File: config.mk
export PLATFORM = sky130hd
export DESIGN_NAME = fetch_unit
export DESIGN_NICKNAME = d
export VERILOG_FILES = /design/src/rtl/fetch_unit.sv
export SDC_FILE = /design/constraint.sdc
export NUM_CORES = 1
export LEC_CHECK = 0
export ABC_AREA = 1
export CORE_ASPECT_RATIO = 1.75
export CORE_UTILIZATION = 35
export DETAILED_ROUTE_END_ITERATION = 8
export GPL_TIMING_DRIVEN = 0
export HOLD_SLACK_MARGIN = 0.05
export PLACE_DENSITY = 0.66
export SLEW_MARGIN = 25
export SYNTH_ARGS = -nofsm -noshare
export SYNTH_HDL_FRONTEND = slang
export SYNTH_SLANG_ARGS = --single-unit
export TNS_END_PERCENT = 50
File: constraint.sdc
create_clock -name clk -period 5.5 [get_ports clk]
set_clock_uncertainty 0.1 [all_clocks]
set_input_delay 0.55 -clock clk [delete_from_list [all_inputs] [get_ports clk]]
set_output_delay 0.55 -clock clk [all_outputs]
set_load 0.01 [all_outputs]
File: src/rtl/fetch_unit.sv
// Instruction fetch and PC sequencing: req/ack word fetch, field decode and next-PC selection.
// Optional macro FETCH_TIMEOUT_EN adds an ack timeout that halts fetch and raises a sticky fault.
module fetch_unit #(
    parameter logic [31:0] RESET_PC = 32'h0000_0000,
    parameter int          TIMEOUT  = 16
) (
    input  logic        clk,
    input  logic        rst_n,
    output logic        imem_req,
    output logic [31:0] imem_addr,
    input  logic        imem_ack,
    input  logic [31:0] imem_rdata,
    output logic        instr_valid,
    output logic [5:0]  opcode,
    output logic [5:0]  funct,
    output logic [4:0]  rs,
    output logic [4:0]  rt,
    output logic [4:0]  rd,
    output logic [15:0] imm,
    output logic [31:0] pc,
    input  logic        branch_taken,
    input  logic        jump,
    input  logic        stall,
    output logic        fault
);

`ifdef FETCH_TIMEOUT_EN
    typedef enum logic [1:0] {FETCH, ISSUE, HALT} state_t;
    localparam int CNT_W = (TIMEOUT > 1) ? $clog2(TIMEOUT) : 1;
    logic [CNT_W-1:0] wait_cnt;
`else
    typedef enum logic [0:0] {FETCH, ISSUE} state_t;
`endif

    state_t      state;
    logic [31:0] ir;

    // Jump beats branch; every target is word aligned, and 32-bit wrap is allowed.
    function automatic logic [31:0] calc_next_pc(input logic [31:0] cur_pc,
                                                 input logic [31:0] instr,
                                                 input logic        do_jump,
                                                 input logic        do_branch);
        logic        [31:0] pc4;
        logic signed [31:0] br_off;
        logic        [31:0] target;
        pc4    = cur_pc + 32'd4;
        br_off = {{14{instr[15]}}, instr[15:0], 2'b00};
        if (do_jump)
            target = {pc4[31:28], instr[25:0], 2'b00};
        else if (do_branch)
            target = pc4 + $unsigned(br_off);
        else
            target = pc4;
        return {target[31:2], 2'b00};
    endfunction

    assign imem_req    = (state == FETCH);
    assign instr_valid = (state == ISSUE);
    assign imem_addr   = pc;

    assign opcode = ir[31:26];
    assign rs     = ir[25:21];
    assign rt     = ir[20:16];
    assign rd     = ir[15:11];
    assign funct  = ir[5:0];
    assign imm    = ir[15:0];

`ifdef FETCH_TIMEOUT_EN
    always_ff @(posedge clk or negedge rst_n) begin
        if (!rst_n) begin
            state    <= FETCH;
            pc       <= {RESET_PC[31:2], 2'b00};
            ir       <= '0;
            wait_cnt <= '0;
            fault    <= 1'b0;
        end else begin
            case (state)
                FETCH: begin
                    if (imem_ack) begin
                        ir    <= imem_rdata;
                        state <= ISSUE;
                    end else if (wait_cnt == CNT_W'(TIMEOUT - 1)) begin
                        fault <= 1'b1;
                        state <= HALT;
                    end else begin
                        wait_cnt <= wait_cnt + 1'b1;
                    end
                end
                ISSUE: begin
                    if (!stall) begin
                        pc       <= calc_next_pc(pc, ir, jump, branch_taken);
                        wait_cnt <= '0;
                        state    <= FETCH;
                    end
                end
                HALT:    state <= HALT;
                default: state <= FETCH;
            endcase
        end
    end
`else
    assign fault = 1'b0;

    always_ff @(posedge clk or negedge rst_n) begin
        if (!rst_n) begin
            state <= FETCH;
            pc    <= {RESET_PC[31:2], 2'b00};
            ir    <= '0;
        end else begin
            case (state)
                FETCH: begin
                    if (imem_ack) begin
                        ir    <= imem_rdata;
                        state <= ISSUE;
                    end
                end
                ISSUE: begin
                    if (!stall) begin
                        pc    <= calc_next_pc(pc, ir, jump, branch_taken);
                        state <= FETCH;
                    end
                end
                default: state <= FETCH;
            endcase
        end
    end
`endif

endmodule

==> impl_results.md, run 1 <==
* Die area at approximately 19000 sq um
* EDFF count, synth at 0
* H-Tree Depth at 3
* FMAX at 0.2926 GHz
* Max Buffers Root-to-Sink at 2
* Synth warnings at 0
* NetSw at 2230 uW
* Final Max Tran Viols at 0
* Final Setup Violations at 0
* Port buffer count at 141
* Min-delay src: ir[28]$_DFFE_PN0P_
* Crit path capture: imem_addr[31]$_DFFE_PN0P_
* Post-CTS setup buffers at 0
* CTS tree: yes
* Synth Area per Inst at 6.482 sq um
* Reg-to-Reg Start: imem_addr[12]$_DFFE_PN0P_
* Post-synthesis sequential area ratio at 0.2492
* Crit Reg-Reg Endpoint: imem_addr[31]$_DFFE_PN0P_
* IO Count at 148
* Combinational power share at 0.668
* GPL Wtd Cong at 0.9421
* Hpwl dp at 18.59 mm
* RSZ-0062 raised after global routing: no
* Avg WL per Cell at 16.70 um
* R2R Setup Slk at 2.08 ns
* Pin count of the biggest net entering global routing at 50
* CTS sink count at 63
* Worst IR drop on VDD at 301.6 uV
* Synth area leaders: dfrtp_1 25%, nand2_1 17%, inv_1 8.5%
* Final Critical Period at 3.417 ns
* # fillers at 1862
* Most common cell after layout, fill and taps aside: nand2_1
* Final ANT Viol Nets at 0
* Register bit total from synthesis at 63
* ANT cells at 0
* Netlist cell types at 44
* Clk slew on worst S/H paths at 0.06 ns
* WS Path Type: reg2reg
* Status: completed
* Final period utilization at 0.6213
* First-pass GRT wire length at 35.57 mm
* Max_slew headroom at 0.3832
* Post-Syn Instances at roughly 980
* Worst Path Required at 5.64 ns
* Number of nets in the layout at roughly 1200
* Fin. Hold Viols at 0
* GRT overflow at 0
* R2R depth at 18
* Row count at 64
* Leak Pwr at 0.004182 uW
* DRC Markers at 0
* Setup TNS Final at 0 ns
* Post-synth top area cell: dfrtp_1
* Total number of vias at 6785
* Worst hold path type: reg2reg
* # Max-Cap Violations at 0
* Clock share of power at 0.132
* DR pass1 iterations at 5
* Internal power at 2304 uW
* Synthesized area at between 6000 and 7000 sq um
* FF/Latch Area at 1578 sq um
* Non-filler cells, final at between 1000 and 1500
* Post-CTS sizing at 0
* CP startpoint kind: flip-flop
* Core ar. at 17620 sq um
* Setup crit end kind: flip-flop
* Multi-input logic area at around 3800 sq um
* Die Width at 103.6 um
* Initial Utilization at 0.3591
* Synth-to-layout area growth at 32.42%
* 1st-iter DRT viols at 346
* Sw Ratio at 0.4919
* Number of global-route vias before repair at 6744
* Initial antenna violation count at 0
* Seq pwr share at 0.199
* Synth top area share at 0.2492
* Routed wire length at 22.86 mm
* Chip Height at 179.9 um
* Clock Latency Late Sink at 0.34 ns
* Worst Tran Pin Value at 0.9218 ns
* Top FF cell, synth: dfrtp_1
* CTS buffer count at 9
* GRT Overall Usage at 0.2477
* Most frequent cells in the layout: 283 x nand2_1, 144 x inv_1, 140 x clkdlybuf4s50_1
* Share of layout cells above drive strength 1 at 0.1169
* Critical path startpoint: imem_addr[12]$_DFFE_PN0P_
* Via density at ~5.0
* PD cells at 541.3 nW/um^2
* Data arrival time of the critical path at 3.55 ns
* CP max FO at 6
* Ys async rst share at 1.000
* Clock root buffer master: clkbuf_16
* Hold_ws at 0.4050 ns
* Placed cells at roughly 1400
[timing repair]
action	in CTS	in global routing
hold buffers	1	0
setup endpoints to repair	0	0
endpoints found under the hold margin	14	0
[power groups by stage]
stage | Combinational (uW) | Sequential [uW] | Clock [uW]
6_report | 3030 | 903 | 600
2_1_floorplan | 1870 | 870 | 0
3_3_place_gp | 2970 | 906 | 0
3_5_place_dp | 3000 | 909 | 0
5_1_grt | 3350 | 923 | 626
4_1_cts | 3020 | 903 | 606
[worst max-delay path: stages (launching register included)]
cell and delay (ns):
dfrtp_1 0.53, nand2_1 0.17, nor2_1 0.19, nand2_1 0.10, nor2_1 0.48, xnor2_1 0.19, inv_1 0.09, ha_1 0.31
nand2_1 0.14, nor2_1 0.09, and2_1 0.18, nand2_1 0.08, nand3_1 0.14, nand2_1 0.10, nand3_1 0.13, nand2_1 0.11
nand3_1 0.08, nand2_1 0.07, nand2_1 0.04
[sequential cells by signal (all words and copies together), names as in the netlist]
register,cells
instr_valid,1
imem_addr,30
ir,32
[stage by stage]
| stage | setup slack [ns] | util | area [sq um] | total power (uW) |
|---|---|---|---|---|
| final | 2.083 | 0.4755 | 8377 | 4534 |
| after global routing | 1.850 | 0.4755 | 8377 | 4898 |
| after CTS | 2.093 | 0.4754 | 8376 | 4529 |
| after detailed placement | 2.143 | 0.4579 | 8066 | 3906 |
| after global placement | 1.512 | 0.4565 | 8041 | 3879 |
| after floorplan | 2.813 | - | 6341 | 2738 |
[cell families after synthesis]
kind of cell | count (synthesis) | synth area share
and+or+nand+nor | 487 | 0.3279
buffers and inverters | 211 | 0.1539
AOI/OAI and AO/OA | 126 | 0.1094
DFF | 63 | 0.2492
adders and majority gates | 38 | 0.07634
muxes | 28 | 0.04984
xor gates and xnor gates | 22 | 0.03283
other | 1 | 0.0005928
[worst min path at each step]
stage	endpoint	slack [ns]	cells after the start
after floorplan	imem_addr[10]$_DFFE_PN0P_	0.15	0
after global placement	ir[28]$_DFFE_PN0P_	0.39	1
after detailed placement	ir[30]$_DFFE_PN0P_	0.33	1
after CTS	ir[31]$_DFFE_PN0P_	0.41	1
after global routing	ir[28]$_DFFE_PN0P_	0.42	1
final	ir[28]$_DFFE_PN0P_	0.40	1
[per-layer routing]
| metal | global-route usage | wire length (um) |
|---|---|---|
| met1 | 0.2459 | 8168 |
| met2 | 0.4693 | 12100 |
| met3 | 0.02574 | 886 |
| met4 | 0.1832 | 1705 |
| met5 | 0 | 0 |
[Yosys cell counts, types with 2 or more instances]
| library cell | n |
|---|---|
| nor3_1 | 5 |
| buf_2 | 4 |
| inv_2 | 4 |
| nor3_2 | 3 |
| a31oi_1 | 5 |
| nand3b_1 | 3 |
| inv_1 | 144 |
| nand4_1 | 10 |
| buf_4 | 47 |
| nand3_2 | 2 |
| nand2_1 | 283 |
| nor2_1 | 97 |
| a21o_1 | 4 |
| xor2_1 | 12 |
| nor2_2 | 3 |
| nand3_1 | 58 |
| nor2_4 | 6 |
| o221ai_1 | 2 |
| dfrtp_1 | 63 |
| or2_2 | 4 |
| clkbuf_1 | 11 |
| a21oi_1 | 85 |
| xnor2_1 | 8 |
| o21bai_1 | 5 |
| ha_1 | 37 |
| mux2_2 | 28 |
| and2_1 | 3 |
| o21ai_0 | 17 |
| nand2_2 | 8 |
[cell type report]
class                           count  share of cell area
Buffer                             63             0.04989
Clock buffer                       12             0.03062
Clock inverter                      3            0.005078
Inverter                          148             0.06632
Multi-Input combinational cell    706              0.4526
Sequential cell                    63              0.1883
Tap cell                          231             0.03450
Timing Repair Buffer              143              0.1727
Note: power is estimated with default switching activity, not from simulation.
==> run 2: changes to the inputs <==
==> constraint.sdc (replaced) <==
create_clock -name clk -period 3.4 [get_ports clk]
set_clock_uncertainty 0.1 [all_clocks]
set_input_delay 0.34 -clock clk [delete_from_list [all_inputs] [get_ports clk]]
set_output_delay 0.34 -clock clk [all_outputs]
set_load 0.01 [all_outputs]
==> run 2 against run 1 <==
  * Final area is 0.63% higher
  * Die area stayed put
  * Final cell count is the same
  * Hold slack got worse by 0.092 ns
  * Combinational power grew 63%
  * Critical endpoint is now imem_addr[21]$_DFFE_PN0P_
  * Clock power up 61%
  * First-iteration DRC count grew 19%
  * Highest routed layer unchanged
  * Sequential power up 64%
  * Flip-flop and latch count stayed put
  * Via count increased by 0.25%
  * Power rose by 63%
==> impl_results.md, run 2 (synthesis results as in run 1) <==
* Status: completed
* Port buffer count at 141 (unchanged)
* Core ar. at 17620 sq um (unchanged)
* GRT overflow at 0 (unchanged)
* CTS tree: yes
* Final period utilization at 0.9372 (+0.3159)
* Final Setup Violations at 0 (unchanged)
* CTS sink count at 63 (unchanged)
* Data arrival time of the critical path at 3.35 ns (-0.20 ns)
* Setup TNS Final at 0 ns (unchanged)
* Die area at 18640 sq um (unchanged)
* 1st-iter DRT viols at 412 (+19%)
* Worst IR drop on VDD at 485.8 uV (+61%)
* Initial Utilization at 0.3591 (unchanged)
* Routed wire length at 22.93 mm (+0.30%)
* Worst hold path type: in2async
* Non-filler cells, final at 1369 (unchanged)
* DP Worst Slack at 0.04334 ns (-2.100 ns)
* Slowest cell on crit path: dfrtp_1
* Most used cell, CP: nand2_1
* CP max FO at 6 (unchanged)
* Final worst slack at 0.2136 ns (-1.869 ns)
* PD cells at 875.1 nW/um^2 (+62%)
* Die Width at 103.6 um (unchanged)
* H-Tree Depth at 3 (unchanged)
* Max_slew headroom at 0.3743 (-0.008919)
* Max Buffers Root-to-Sink at 2 (unchanged)
* Crit path cell chain: nand2_2, nor2_1, nand2_1, nor2_1, nand2_1, xor2_2, inv_1, ha_1, nand2_1, nor2_2, inv_1, nor2_1, nand4_1, nand3_1, nand2_1, nand3_1, nand2_1, a21oi_1
* Most frequent cells in the layout: 283 x nand2_1, 144 x inv_1, 140 x clkdlybuf4s50_1
* Via density at 4.969 (+0.25%)
* Placed Area at 8066 sq um (unchanged)
* Final Max Tran Viols at 0 (unchanged)
* CP startpoint kind: flip-flop
* Clock Latency Late Sink at 0.34 ns (about the same)
* # fillers at 1852 (-0.54%)
* Placed cells at 1353 (unchanged)
* Most common cell after layout, fill and taps aside: nand2_1
* Worst Tran Pin Value at 0.9351 ns (+0.01333 ns)
* Post-CTS setup buffers at 0 (unchanged)
* Fin area at 8429 sq um (+0.63%)
* ANT cells at 0 (unchanged)
* Leak Pwr at 0.004175 uW (-0.16%)
* Number of global-route vias before repair at 6744 (unchanged)
* Share of layout cells above drive strength 1 at 0.1344 (+0.01757)
* Chip Height at 179.9 um (unchanged)
* Hpwl dp at 18.59 mm (unchanged)
* CP max stage delay at 0.55 ns (+0.02 ns)
* Clock root buffer master: clkbuf_16
* DR pass1 iterations at 6 (+1)
* Setup crit end kind: flip-flop
* Final Critical Period at 3.186 ns (-0.2308 ns)
* Fin util at 0.4785 (+0.002983)
* Avg WL per Cell at 16.75 um (+0.30%)
* CTS buffer count at 9 (unchanged)
* Worst Path Required at 3.56 ns (-2.08 ns)
* DRC Markers at 0 (unchanged)
* IO Count at 148 (unchanged)
* RSZ-0062 raised after global routing: no
* Fin. Hold Viols at 0 (unchanged)
* Pin count of the biggest net entering global routing at 50 (unchanged)
* Flip-flop count of the largest register after layout at 32 (unchanged)
* Total number of vias at 6802 (+0.25%)
* # Max-Cap Violations at 0 (unchanged)
* GRT Overall Usage at 0.2477 (unchanged)
* First-pass GRT wire length at 35.57 mm (unchanged)
* FMAX at 0.3138 GHz (+7.2%)
* Number of nets in the layout at 1210 (unchanged)
* Clk slew on worst S/H paths at 0.06 ns (about the same)
* GPL Wtd Cong at 0.9421 (unchanged)
* WS Path Type: reg2reg
* Initial antenna violation count at 0 (unchanged)
* Row count at 64 (unchanged)
* Final ANT Viol Nets at 0 (unchanged)
* Synth-to-layout area growth at 33.25%
* Largest Register: ir
## run 2: cell counts in the layout (fill, tap and decap cells not counted)
No cell type changed its count.
## run 2: routing by layer
layer / part of all wire / up-vias / track usage
li1: - / 3343 / -
met3: 0.036 / 92 / 0.02574
met1: 0.36 / 3137 / 0.2459
met4: 0.080 / 0 / 0.1832
met5: 0 / - / 0
met2: 0.52 / 230 / 0.4693
## run 2: final timing paths
check | endpoint | startpoint | slack [ns] | depth (start not counted)
max | imem_addr[21]$_DFFE_PN0P_ | imem_addr[17]$_DFFE_PN0P_ | 0.21 | 18
min | imem_addr[15]$_DFFE_PN0P_ | rst_n | 0.31 | 2
max reg2reg | imem_addr[21]$_DFFE_PN0P_ | imem_addr[17]$_DFFE_PN0P_ | 0.21 | 18
min reg2reg | ir[28]$_DFFE_PN0P_ | ir[28]$_DFFE_PN0P_ | 0.41 | 1
max in group asynchronous | imem_addr[18]$_DFFE_PN0P_ | rst_n | 2.35 | 3
min in group clk | imem_addr[5]$_DFFE_PN0P_ | branch_taken | 0.40 | 5
## run 2: final cells by class
| class | instances | area, sq um | area share |
|---|---|---|---|
| Multi-Input combinational cell | 706 | 3829 | 0.4542 |
| Sequential cell | 63 | 1593 | 0.1890 |
| Timing Repair Buffer | 143 | 1446 | 0.1716 |
| Inverter | 148 | 555.5 | 0.06590 |
| Buffer | 63 | 417.9 | 0.04958 |
| Tap cell | 231 | 289.0 | 0.03429 |
| Clock buffer | 12 | 256.5 | 0.03043 |
| Clock inverter | 3 | 42.54 | 0.005047 |
## run 2: through the flow
| stage | hold WS, ns | total power (uW) |
|---|---|---|
| global route | 0.3451 | 7970 |
| floorplan | -0.05559 | 4430 |
| CTS | 0.3081 | 7331 |
| finish | 0.3127 | 7377 |
| detailed placement | 0.1176 | 6318 |
| global placement | 0.3859 | 6275 |
## run 2: repair_timing
action	CTS	global route
endpoints found under the setup margin	1	17
endpoints found under the hold margin	14	0
hold buffers	1	0
resized for setup	1	21
## run 2: power breakdown
group          total [uW]  switching (uW)  internal (uW)
clock network         966             363            603
registers            1480             482            993
logic                4940            2780           2160
## run 2: critical path, delay by kind of cell, from the launching register on
kind / cells / cell delay [ns]
compound gates: 1 / 0.14
xor+xnor: 1 / 0.21
fa+ha+maj: 1 / 0.33
buf+inv: 2 / 0.20
flops: 1 / 0.55
simple gates: 13 / 1.58
==> run 3: changes to the inputs <==
--- a/config.mk
+++ b/config.mk
@@ -11,7 +11,7 @@
 export DETAILED_ROUTE_END_ITERATION = 8
 export GPL_TIMING_DRIVEN = 0
 export HOLD_SLACK_MARGIN = 0.05
-export PLACE_DENSITY = 0.66
+export PLACE_DENSITY = 0.58
 export SLEW_MARGIN = 25
 export SYNTH_ARGS = -nofsm -noshare
 export SYNTH_HDL_FRONTEND = slang
==> run 3 against run 2 <==
  * Routed wire length rose by 0.27%
  * Final cell count increased by 0.22%
  * Clock-buffer cell count fell by 2
  * Register-to-register slack worse by 0.06 ns
  * Final area is essentially flat
  * Clock power is 2.9% lower
  * Via count increased by 0.76%
  * Non-clock buffer count up 2
  * Utilization hardly changed
  * Hold slack improved by 0.0066 ns
  * Combinational power about the same
  * Worst setup slack got worse by 0.057 ns
  * Critical endpoint is now imem_addr[31]$_DFFE_PN0P_
==> impl_results.md, run 3 (synthesis results as in run 1) <==
* Number of global-route vias before repair at 6691 (-0.79%)
* Setup crit end kind: flip-flop
* Max Buffers Root-to-Sink at 2 (unchanged)
* Row count at 64 (unchanged)
* GRT met1 Usage at 0.2514 (+0.005462)
* R2R Setup Slk at 0.16 ns (-0.06 ns)
* Most common cell after layout, fill and taps aside: nand2_1
* GRT Overall Usage at 0.2460 (-0.001747)
* Worst Tran Pin Value at 1.054 ns (+0.1187 ns)
* WS Path Type: reg2reg
* Flip-flop count of the largest register after layout at 32 (unchanged)
* Final worst slack at 0.1564 ns (-0.05722 ns)
* Clock Latency Late Sink at 0.34 ns (about the same)
* Share of layout cells above drive strength 1 at 0.1358 (+0.001399)
* Total number of vias at 6854 (+0.76%)
* DP Worst Slack at 0.03775 ns (-0.005592 ns)
* Met3 Use GR at 0.02284 (-0.002901)
* Die Width at 103.6 um (unchanged)
* Worst Path Required at 3.58 ns (+0.02 ns)
* Initial Utilization at 0.3591 (unchanged)
* Synth-to-layout area growth at 33.33% (about the same)
* PD cells at 870.2 nW/um^2 (-0.57%)
* Final period utilization at 0.9540 (+0.01683)
* Initial antenna violation count at 0 (unchanged)
* Chip Height at 179.9 um (unchanged)
* CTS buffer count at 9 (unchanged)
* Crit Reg-Reg Endpoint: imem_addr[31]$_DFFE_PN0P_
* GPL Wtd Cong at 0.9414 (about the same)
* Crit path cell chain: nand2_1, nor2_1, nand3_1, xnor2_1, ha_1, nand2_1, nor2_1, and2_1, nand2_1, nand3_1, a21oi_1, nand2_1, nand3_1, nand2_1, nand2_1
* IO Count at 148 (unchanged)
* Leak Pwr at 0.004181 uW (+0.15%)
* Most used cell, CP: nand2_1
* Largest Register: ir
* GR Util met2 at 0.4840 (+0.01477)
* Reg-to-Reg Start: imem_addr[10]$_DFFE_PN0P_
* Data arrival time of the critical path at 3.42 ns (+0.07 ns)
* Most frequent cells in the layout: 283 x nand2_1, 144 x inv_1, 140 x clkdlybuf4s50_1
* Clock root buffer master: clkbuf_16
* Status: completed
* Post-layout power at 7339 uW (-0.51%)
* RSZ-0062 raised after global routing: no
* GRT overflow at 0 (unchanged)
* Final Setup Violations at 0 (unchanged)
* Via density at 4.996 (+0.54%)
* Hpwl dp at 18.82 mm (+1.2%)
* CTS sink count at 63 (unchanged)
* Pin count of the biggest net entering global routing at 47 (-6.0%)
* R2R depth at 15 (-3)
* Port buffer count at 141 (unchanged)
* Routed wire length at 23.00 mm (+0.27%)
* CTS tree: yes
* Top Family by Delay on Critical Path: simple AND/OR/NAND/NOR gates
* Number of nets in the layout at 1212 (+0.17%)
* Fin. Hold Viols at 0 (unchanged)
* CP max FO at 6 (unchanged)
* Max_slew headroom at 0.2949 (-0.07942)
* Die area at 18640 sq um (unchanged)
* FMAX at 0.3083 GHz (-1.8%)
* Worst Path Buf+Inv at 0 (-2)
* First-pass GRT wire length at 35.34 mm (-0.64%)
* H-Tree Depth at 3 (unchanged)
* Worst IR drop on VDD at 491.4 uV (+1.1%)
* CP max stage delay at 0.45 ns (-0.10 ns)
* Slowest cell on crit path: dfrtp_2
* DRC Markers at 0 (unchanged)
* Hold_ws at 0.3194 ns (+0.006650 ns)
* Final ANT Viol Nets at 0 (unchanged)
* GRT busiest layer: met2
* Final Critical Period at 3.244 ns (+0.05722 ns)
* CP startpoint kind: flip-flop
* Core ar. at 17620 sq um (unchanged)
* Avg WL per Cell at 16.76 um (about the same)
* Worst hold path type: in2async
* # Max-Cap Violations at 0 (unchanged)
* ANT cells at 0 (unchanged)
* DR pass1 iterations at 5 (-1)
* Clk slew on worst S/H paths at 0.06 ns (about the same)
* 1st-iter DRT viols at 376 (-8.7%)
* Final Max Tran Viols at 0 (unchanged)
-- run 3: cell types whose count changed in the layout (fill, tap and decap cells not counted) --
| cell | delta |
|---|---|
| ha_2 | +1 |
| a21oi_1 | +1 |
| xor2_2 | -1 |
| xor2_1 | +1 |
| clkinv_4 | +1 |
| buf_4 | +1 |
| clkbuf_8 | -2 |
| ha_1 | -1 |
| clkinv_2 | +2 |
| a21oi_2 | -1 |
| buf_8 | +1 |
-- run 3: cell type report --
cell class                 count  area [sq um]
inverter                     148         555.5
buffer                        63         417.9
clock inverter                 6         61.31
clock buffer                  10         229.0
multi-input combinational    706          3820
timing repair buffer         145          1469
tap                          231         289.0
sequential                    63          1593
fill                        1889          9183
-- run 3: worst max path at each step --
stage                                     end                 startpoint  depth (start not counted)
finish              imem_addr[31]$_DFFE_PN0P_  imem_addr[10]$_DFFE_PN0P_                         15
global route        imem_addr[30]$_DFFE_PN0P_   imem_addr[5]$_DFFE_PN0P_                         16
CTS                 imem_addr[31]$_DFFE_PN0P_   imem_addr[2]$_DFFE_PN0P_                         17
detailed placement  imem_addr[31]$_DFFE_PN0P_   imem_addr[2]$_DFFE_PN0P_                         17
global placement    imem_addr[30]$_DFFE_PN0P_                      rst_n                          1
floorplan           imem_addr[27]$_DFFE_PN0P_   imem_addr[2]$_DFFE_PN0P_                         18
-- run 3: layer usage --
layer | up-vias | routed length [um]
li1 | 3369 | -
met1 | 3231 | 8602
met2 | 185 | 12570
met3 | 69 | 772
met4 | 0 | 1055
met5 | - | 0
-- run 3: timing repair --
item,in CTS,in global routing
setup endpoints to repair,0,15
endpoints found under the hold margin,17,0
hold buffers,1,0
buffers inserted,0,1
gates resized for setup,0,22
-- run 3: power breakdown --
part | internal (uW) | leakage, uW | switching [uW]
registers | 994 | 0.000704 | 458
logic | 2170 | 0.00334 | 2780
clock network | 565 | 0.000142 | 373
-- run 3: through the flow --
stage / utilization / setup TNS [ns] / cells / area, sq um
detailed placement: 0.4579 / 0 / 1353 / 8066
global route: 0.4788 / 0 / 1372 / 8434
global placement: 0.4565 / -24.96 / 1352 / 8041
finish: 0.4788 / 0 / 1372 / 8434
CTS: 0.4749 / 0 / 1370 / 8367
floorplan: - / 0 / 980 / 6341
